===== config.mk =====
export PLATFORM = sky130hd
export DESIGN_NAME = nearest_center_search
export DESIGN_NICKNAME = d
export VERILOG_FILES = /design/src/rtl/nearest_center_search.sv
export SDC_FILE = /design/constraint.sdc
export NUM_CORES = 1
export LEC_CHECK = 0
export CAP_MARGIN = 40
export CORE_MARGIN = 1.5
export CORE_UTILIZATION = 60
export CTS_BUF_LIST = sky130_fd_sc_hd__clkbuf_16
export DETAILED_ROUTE_END_ITERATION = 12
export MAX_ROUTING_LAYER = met4
export PLACE_DENSITY = 0.89
export SLEW_MARGIN = 5
export SYNTH_ARGS = -nofsm -noshare
export SYNTH_HDL_FRONTEND = slang
export SYNTH_SLANG_ARGS = --single-unit

===== constraint.sdc =====
create_clock -name clk -period 13.3 [get_ports clk]
set_input_delay 1.995 -clock clk [delete_from_list [all_inputs] [get_ports clk]]
set_output_delay 1.995 -clock clk [all_outputs]
set_load 0.02 [all_outputs]

===== src/rtl/nearest_center_search.sv =====
// Flat nearest-center search: one point is scanned against k stored centers,
// one center per cycle. A registered Manhattan-distance stage feeds a running
// minimum. The winning index and distance are returned on a valid/ready port.
module nearest_center_search #(
    parameter int dim        = 3,
    parameter int data_range = 255,
    parameter int k          = 8,
    localparam int dim_size    = $clog2(data_range),
    localparam int dist_size   = $clog2(data_range * dim),
    localparam int idx_size    = $clog2(k),
    localparam int center_size = dim * dim_size
) (
    input  logic                   clk,
    input  logic                   rst,
    input  logic                   ctr_we,
    input  logic [idx_size-1:0]    ctr_waddr,
    input  logic [center_size-1:0] ctr_wdata,
    input  logic                   pt_valid,
    output logic                   pt_ready,
    input  logic [center_size-1:0] pt_data,
    output logic                   res_valid,
    input  logic                   res_ready,
    output logic [idx_size-1:0]    res_idx,
    output logic [dist_size-1:0]   res_dist,
    output logic                   busy
);

    typedef enum logic [1:0] {IDLE, SCAN, DRAIN, OUT} state_t;

    state_t                 state_q, state_d;
    logic [center_size-1:0] ctr_q [k];
    logic [center_size-1:0] pt_q;
    logic [idx_size-1:0]    cnt_q, cnt_d;
    logic [dist_size-1:0]   d_q, dist_d;
    logic [idx_size-1:0]    i_q;
    logic                   v_q;
    logic [dist_size-1:0]   best_dist_q, best_dist_d;
    logic [idx_size-1:0]    best_idx_q, best_idx_d;
    logic                   res_valid_q;
    logic [idx_size-1:0]    res_idx_q;
    logic [dist_size-1:0]   res_dist_q;
    logic [center_size-1:0] ctr_sel;
    logic                   take;

    // Unsigned |a-b| without wrap-around.
    function automatic logic [dim_size-1:0] abs_diff(input logic [dim_size-1:0] a,
                                                     input logic [dim_size-1:0] b);
        return (a >= b) ? (a - b) : (b - a);
    endfunction

    // Zero-extend one coordinate difference to the distance width.
    function automatic logic [dist_size-1:0] widen(input logic [dim_size-1:0] a);
        return dist_size'(a);
    endfunction

    assign pt_ready  = (state_q == IDLE) && !rst;
    assign busy      = (state_q != IDLE);
    assign res_valid = res_valid_q;
    assign res_idx   = res_idx_q;
    assign res_dist  = res_dist_q;

    // Distance of the point to the center currently addressed by the scan counter.
    always_comb begin
        ctr_sel = ctr_q[cnt_q];
        dist_d  = widen(abs_diff(pt_q[0*dim_size +: dim_size], ctr_sel[0*dim_size +: dim_size]))
                + widen(abs_diff(pt_q[1*dim_size +: dim_size], ctr_sel[1*dim_size +: dim_size]))
                + widen(abs_diff(pt_q[2*dim_size +: dim_size], ctr_sel[2*dim_size +: dim_size]));
    end

    // Running minimum; index 0 always seeds it, strict less-than keeps the lowest index on ties.
    always_comb begin
        take        = v_q && ((i_q == '0) || (d_q < best_dist_q));
        best_dist_d = take ? d_q : best_dist_q;
        best_idx_d  = take ? i_q : best_idx_q;
    end

    // Next-state logic for the IDLE->SCAN->DRAIN->OUT sequence.
    always_comb begin
        state_d = state_q;
        cnt_d   = '0;
        case (state_q)
            IDLE:  if (pt_valid && pt_ready) state_d = SCAN;
            SCAN: begin
                cnt_d = cnt_q + 1'b1;
                if (cnt_q == idx_size'(k - 1)) state_d = DRAIN;
            end
            DRAIN: state_d = OUT;
            OUT:   if (res_ready) state_d = IDLE;
            default: state_d = IDLE;
        endcase
    end

    // Control state, result port and center storage.
    always_ff @(posedge clk or posedge rst) begin
        if (rst) begin
            state_q     <= IDLE;
            cnt_q       <= '0;
            v_q         <= 1'b0;
            res_valid_q <= 1'b0;
            res_idx_q   <= '0;
            res_dist_q  <= '0;
            for (int i = 0; i < k; i++) ctr_q[i] <= '0;
        end else begin
            state_q <= state_d;
            cnt_q   <= cnt_d;
            v_q     <= (state_q == SCAN);
            if (state_q == IDLE && ctr_we && (int'(ctr_waddr) < k))
                ctr_q[ctr_waddr] <= ctr_wdata;
            if (state_q == DRAIN) begin
                res_valid_q <= 1'b1;
                res_idx_q   <= best_idx_d;
                res_dist_q  <= best_dist_d;
            end else if (state_q == OUT && res_ready) begin
                res_valid_q <= 1'b0;
            end
        end
    end

    // Datapath registers: latched point, distance stage and running best.
    always_ff @(posedge clk) begin
        if (state_q == IDLE && pt_valid && pt_ready) pt_q <= pt_data;
        d_q         <= dist_d;
        i_q         <= cnt_q;
        best_dist_q <= best_dist_d;
        best_idx_q  <= best_idx_d;
    end

endmodule


# After elaboration in Yosys (flattened, before gate mapping)
# Cells that the tools add are included.
# Widths: inputs -> output; s select.
dict set report op_classes {
  mul 0
  bitwise 2
  add_sub_neg 9
  reduce_logical 15
  div_mod_pow 0
  mux 18
  n_lt_le_gt_ge 7
  shift 0
  eq_ne 7
}
# cell count
set ops {}
lappend ops {{$bwmux 192} 1}
lappend ops {{$bmux 24 s3} 1}
lappend ops {{$demux 24 s3} 1}
lappend ops {{$mux 24} 3}
lappend ops {{$sub 8x8->8} 6}
lappend ops {{$ge 8x8->1} 3}
lappend ops {{$mux 8} 3}
lappend ops {{$add 9x8->10} 1}
lappend ops {{$lt 10x10->1} 1}
lappend ops {{$mux 10} 1}
lappend ops {{$add 8x8->9} 1}
lappend ops {{$ge 4x4->1 const B} 2}
lappend ops {{$logic_and 1x1->1} 8}
lappend ops {{$not 3->4} 2}
lappend ops {{$pmux 2 s4} 1}
lappend ops {{$mux 2} 3}
lappend ops {{$mux 3} 2}
lappend ops {{$eq 2x2->1 const B} 2}
lappend ops {{$lt 4x1->1 const B} 1}
lappend ops {{$ne 2x2->1 const B} 2}
lappend ops {{$reduce_bool 2->1} 2}
lappend ops {{$add 3x1->3 const B} 1}
lappend ops {{$eq 3x3->1 const B} 1}
lappend ops {{$logic_not 3->1} 1}
lappend ops {{other kinds (7)} 8}
dict set report totals {
  mem_count 0
  rom_bits 0
  ramBits 0
  regBits 262
  latch_bits 0
}

# Depth between registers and ports, before layout
dict set report depth {
  word_depth 8
  mapped_depth 25
}

# Worst setup path after synthesis
# No wires, ideal clock.
dict set report synth_timing {
  path_type {input port to flip-flop}
  startpoint {input rst}
  endpoint {register state_q[0]}
  setup_time_ns 0.083
  required_time_ns 13.217
  t_arrival_ns 8.155
  stages 6
  path_buffers 0
  path_slack_ns 5.062
  cell_sequence {inv_1 and3_1 nor2_1 a221oi_1 o21ai_0 o21ai_0}
}
dict set report synth_between {
  elab_chain_len 5
}
# element line_no
set synth_lines {}
lappend synth_lines {{from (decl)} 14} ;# input logic rst,
lappend synth_lines {{$logic_not 1->1 (no line)} -}
lappend synth_lines {{$logic_and 1x1->1} 56} ;# assign pt_ready = (state_q == IDLE) && !rst;
lappend synth_lines {{$logic_and 1x1->1} 82} ;# IDLE: if (pt_valid && pt_ready) state_d = SCAN;
lappend synth_lines {{$ne 2x1->1 (no line)} -}
lappend synth_lines {{$reduce_and 3->1 (no line)} -}
lappend synth_lines {{to (signal assigned)} 104} ;# state_q <= state_d;
lappend synth_lines {{to (decl)} 30} ;# state_t state_q, state_d;
# Every way passes these cells.
# A chain may end at the register's enable or synchronous reset.

# Final worst setup path
dict set report layout_timing {
  startpoint {register cnt_q[1]}
  endpoint {register d_q[9]}
}
dict set report layout_between {
  elab_chain_len 8
}
# element line_no
set layout_lines {}
lappend layout_lines {{from (decl)} 33} ;# logic [idx_size-1:0] cnt_q, cnt_d;
lappend layout_lines {{from (signal assigned)} 105} ;# cnt_q <= cnt_d;
lappend layout_lines {{$not 3->4 (not written as such) *} 64} ;# ctr_sel = ctr_q[cnt_q];
lappend layout_lines {{$bmux 24 s3 *} 64}
lappend layout_lines {{$mux 24 (not written as such) * (2 in series)} 64}
lappend layout_lines {{$sub 8x8->8 / $ge 8x8->1 (equally long branches)} 48} ;# return (a >= b) ? (a - b) : (b - a);
lappend layout_lines {{$mux 8} 48}
lappend layout_lines {{$add 8x8->9} 66} ;# + widen(abs_diff(pt_q[1*dim_size +: dim_size], ctr_sel[1*dim_size +: dim_size]))
lappend layout_lines {{$add 9x8->10 *} 67} ;# + widen(abs_diff(pt_q[2*dim_size +: dim_size], ctr_sel[2*dim_size +: dim_size]));
lappend layout_lines {{via dist_d[9]} 34} ;# logic [dist_size-1:0] d_q, dist_d;
lappend layout_lines {{to (signal assigned)} 122} ;# d_q <= dist_d;
lappend layout_lines {{to (decl)} 34}
# Mark *: on every way through the listed nets, which the timed path passes. The rest lies on a longest branch. The select of a mux whose other input is x is not followed.

==> metrics.csv <==
metric,value,unit
initial antenna violation count,0,
"Setup violations, final",0,
Avg WL per Cell,21.01,µm
postcts setup bufs,0,
Async SR Flop Fraction,0.8092,
Synth Instances,977,
diode count,0,
I/O pin count,72,
Initial Util,0.6132,
Clock Pin Slew Worst Setup and Hold Paths,0.07,ns
Max Root-Sink Buffers,3,
Clock Sinks,262,
CTS tree,yes,
Util after Layout,0.7001,
CP startpoint kind,flip-flop,
Yosys cell types,59,
global-route usage over all layers,0.2581,
# resized after CTS,0,
PortBufs,71,
Hold Path Class,flip-flop to flip-flop,
GR Overflow Total,0,
DRC,0,
CP max stage cell,dfrtp_2,
# Max-Cap Violations,0,
Worst Setup Path Type,flip-flop to flip-flop,
share of cells above drive strength 1,0.2857,
Iteration-0 DRC Markers,475,
Syn Nets,1116,
Area Growth Syn to Fin,14.16,%
die area,23210,µm²
Slew Limit Headroom,0.4721,
final hold vios,0,
outcome,finished clean,
net count of the finished layout,1190,
worst setup path startpoint,cnt_q[1]$_DFF_PP0_,
vias,8124,
Core ar.,21820,µm²
"Slew Viols, Final",0,
Area after DPL,14460,µm²
final instance area,15280,µm²
router iterations before antenna repair,5,
Worst Hold Launch,cnt_q[2]$_DFF_PP0_,
fin crit share,0.4337,
drt via density,6.013,
"Data arrival, critical path",6.19,ns
H-tree depth,1,
crit path max fanout,33,
critical-path cell list,buf_4 > mux4_2 > mux2i_1 > inv_1 > ha_1 > nand4_1 > a31oi_1 > nor2_4 > mux2_1 > a21oi_1 > xor2_1 > fa_1 > inv_1 > ha_1 > a21oi_1 > nor2_1 > nor2_1 > o21bai_1 > a21oi_1 > nor2b_1 > o21a_1,
"Hold-fix buffers, CTS",0,
Worst Path Required,13.73,ns
largest net degree at the start of global routing,123,
setup tns final,0,ns
unrepaired setup endpoints after global routing,false,
CTS Buf Count,27,
Die Y,152.3,µm
routability congestion estimate,0.8401,
vias in the first global route,8845,
crit-path max cell delay,0.66,ns
DRT antenna net count,0,
DP Wirelength,18690,µm
Worst Tran Pin Value,0.7911,ns
Mapped Area,13380,µm²
minimum clock period,5.768,ns
Yosys warnings,0,
first-pass GRT wire length,46330,µm
R2R Setup Slk,7.53,ns
CP Capture Type,flip-flop,
worst r2r src,cnt_q[1]$_DFF_PP0_,
FMAX,0.1734,GHz
syn_area_per_cell,13.70,µm²
clk_lat worst skew,0.53,ns
Yosys reg bits,262,
"most used cell, CP",a21oi_1,
post-synthesis sequential area ratio,0.4892,
clk root buf,clkbuf_16,
"Primary FF master, synth",dfrtp_1,
Die X,152.3,µm
setup clock skew after layout,0.01203,ns
"EDFF count, synth",24,
final WL,28390,µm
row count,54,
-- metal layers --
metal,track usage,wire length (µm),vias up
met2,0.4348,14450,212
met1,0.3294,12040,4197
met5,-,0,-
met3,0.03555,1233,70
li1,-,-,3645
met4,0.07120,673,0
-- final timing paths --
check,to,depth (start not counted)
max,d_q[9]$_DFF_P_,21
min,i_q[2]$_DFF_P_,0
max reg2reg,d_q[9]$_DFF_P_,21
min reg2reg,i_q[2]$_DFF_P_,0
max in group asynchronous,ctr_q[71]$_DFFE_PP0P_,4
min in group asynchronous,v_q$_DFF_PP0_,2
-- final cells by class --
class                           count  area, µm²
Fill cell                        1407       6545
Inverter                           87      334.1
Clock inverter                     21      113.9
Sequential cell                   262       6551
Clock buffer                       28      700.7
Tap cell                          280      350.3
Timing Repair Buffer               87      890.9
Multi-Input combinational cell    586       6337
-- cells in the mapped netlist (2+ instances only) --
cell type / number / share of area
a21o_1: 9 / 0.0050
a21oi_1: 36 / 0.013
a221oi_1: 4 / 0.0026
a31oi_1: 6 / 0.0028
and2_1: 4 / 0.0019
buf_1: 2 / 0.00056
buf_2: 16 / 0.0060
buf_6: 2 / 0.0017
clkbuf_1: 22 / 0.0062
dfrtp_1: 212 / 0.40
dfxtp_1: 26 / 0.039
edfxtp_1: 24 / 0.054
fa_1: 15 / 0.022
ha_1: 68 / 0.064
inv_1: 86 / 0.024
mux2_1: 26 / 0.022
mux2_2: 184 / 0.15
mux2_4: 8 / 0.0090
mux2i_1: 37 / 0.028
mux4_2: 48 / 0.081
nand2_1: 23 / 0.0065
nand2b_1: 3 / 0.0014
nand3_1: 5 / 0.0019
nand4_1: 8 / 0.0037
nor2_1: 16 / 0.0045
nor2b_1: 6 / 0.0028
nor3_1: 4 / 0.0015
o21a_1: 2 / 0.0011
o21ai_0: 12 / 0.0045
o21ai_1: 5 / 0.0019
o21bai_1: 5 / 0.0028
o32ai_1: 3 / 0.0020
or3_1: 2 / 0.00093
xnor2_1: 14 / 0.0092
xor2_1: 10 / 0.0065
-- logic make-up after synthesis --
| logic type | after synthesis | synth area share |
|---|---|---|
| simple gates | 80 | 0.03029 |
| xor+xnor | 24 | 0.01571 |
| flops | 262 | 0.4892 |
| mux | 303 | 0.2941 |
| compound gates | 96 | 0.04591 |
| fa+ha+maj | 83 | 0.08601 |
| buf+inv | 129 | 0.03880 |
-- state kept, by name (all words and copies together) (netlist names) --
signal	flops
res_dist	10
state_q	2
i_q	3
res_idx	3
pt_q	24
res_valid	1
best_dist_q	10
v_q	1
ctr_q	192
best_idx_q	3
cnt_q	3
d_q	10
-- layout by cell type, fill, tap and decap left out, types with 6 or more instances in the layout --
master	n
dfrtp_1	210
mux2_2	184
inv_1	98
clkdlybuf4s50_1	71
ha_1	68
mux4_2	48
mux2i_1	37
a21oi_1	36
clkbuf_16	28
mux2_1	26
dfxtp_1	26
edfxtp_1	24
nand2_1	23
fa_1	15
xnor2_1	14
buf_4	13
nor2_1	12
o21ai_0	12
xor2_1	10
a21o_1	9
nand4_1	8
mux2_4	8
nor2b_1	6
a31oi_1	6
-- through the flow --
step | hold WS (ns) | setup slack, ns | cells
final | 0.4198 | 7.532 | 1351
after global routing | 0.4248 | 7.263 | 1351
after CTS | 0.4108 | 7.361 | 1350
after detailed placement | 0.3964 | 7.385 | 1301
after global placement | 0.3874 | 7.338 | 1298
after floorplan | 0.3716 | 5.062 | 977
-- worst max-delay path, delay by kind of cell, from the launching register on --
family	cells	cell delay [ns]
mux	3	1.25
flops	1	0.66
buf+inv	3	0.74
fa+ha+maj	3	1.18
simple gates	5	0.56
compound gates	6	1.15
xor+xnor	1	0.10
Power is not shown: default switching activity piles up to over one toggle a cycle in this logic, so the estimate is an artifact.
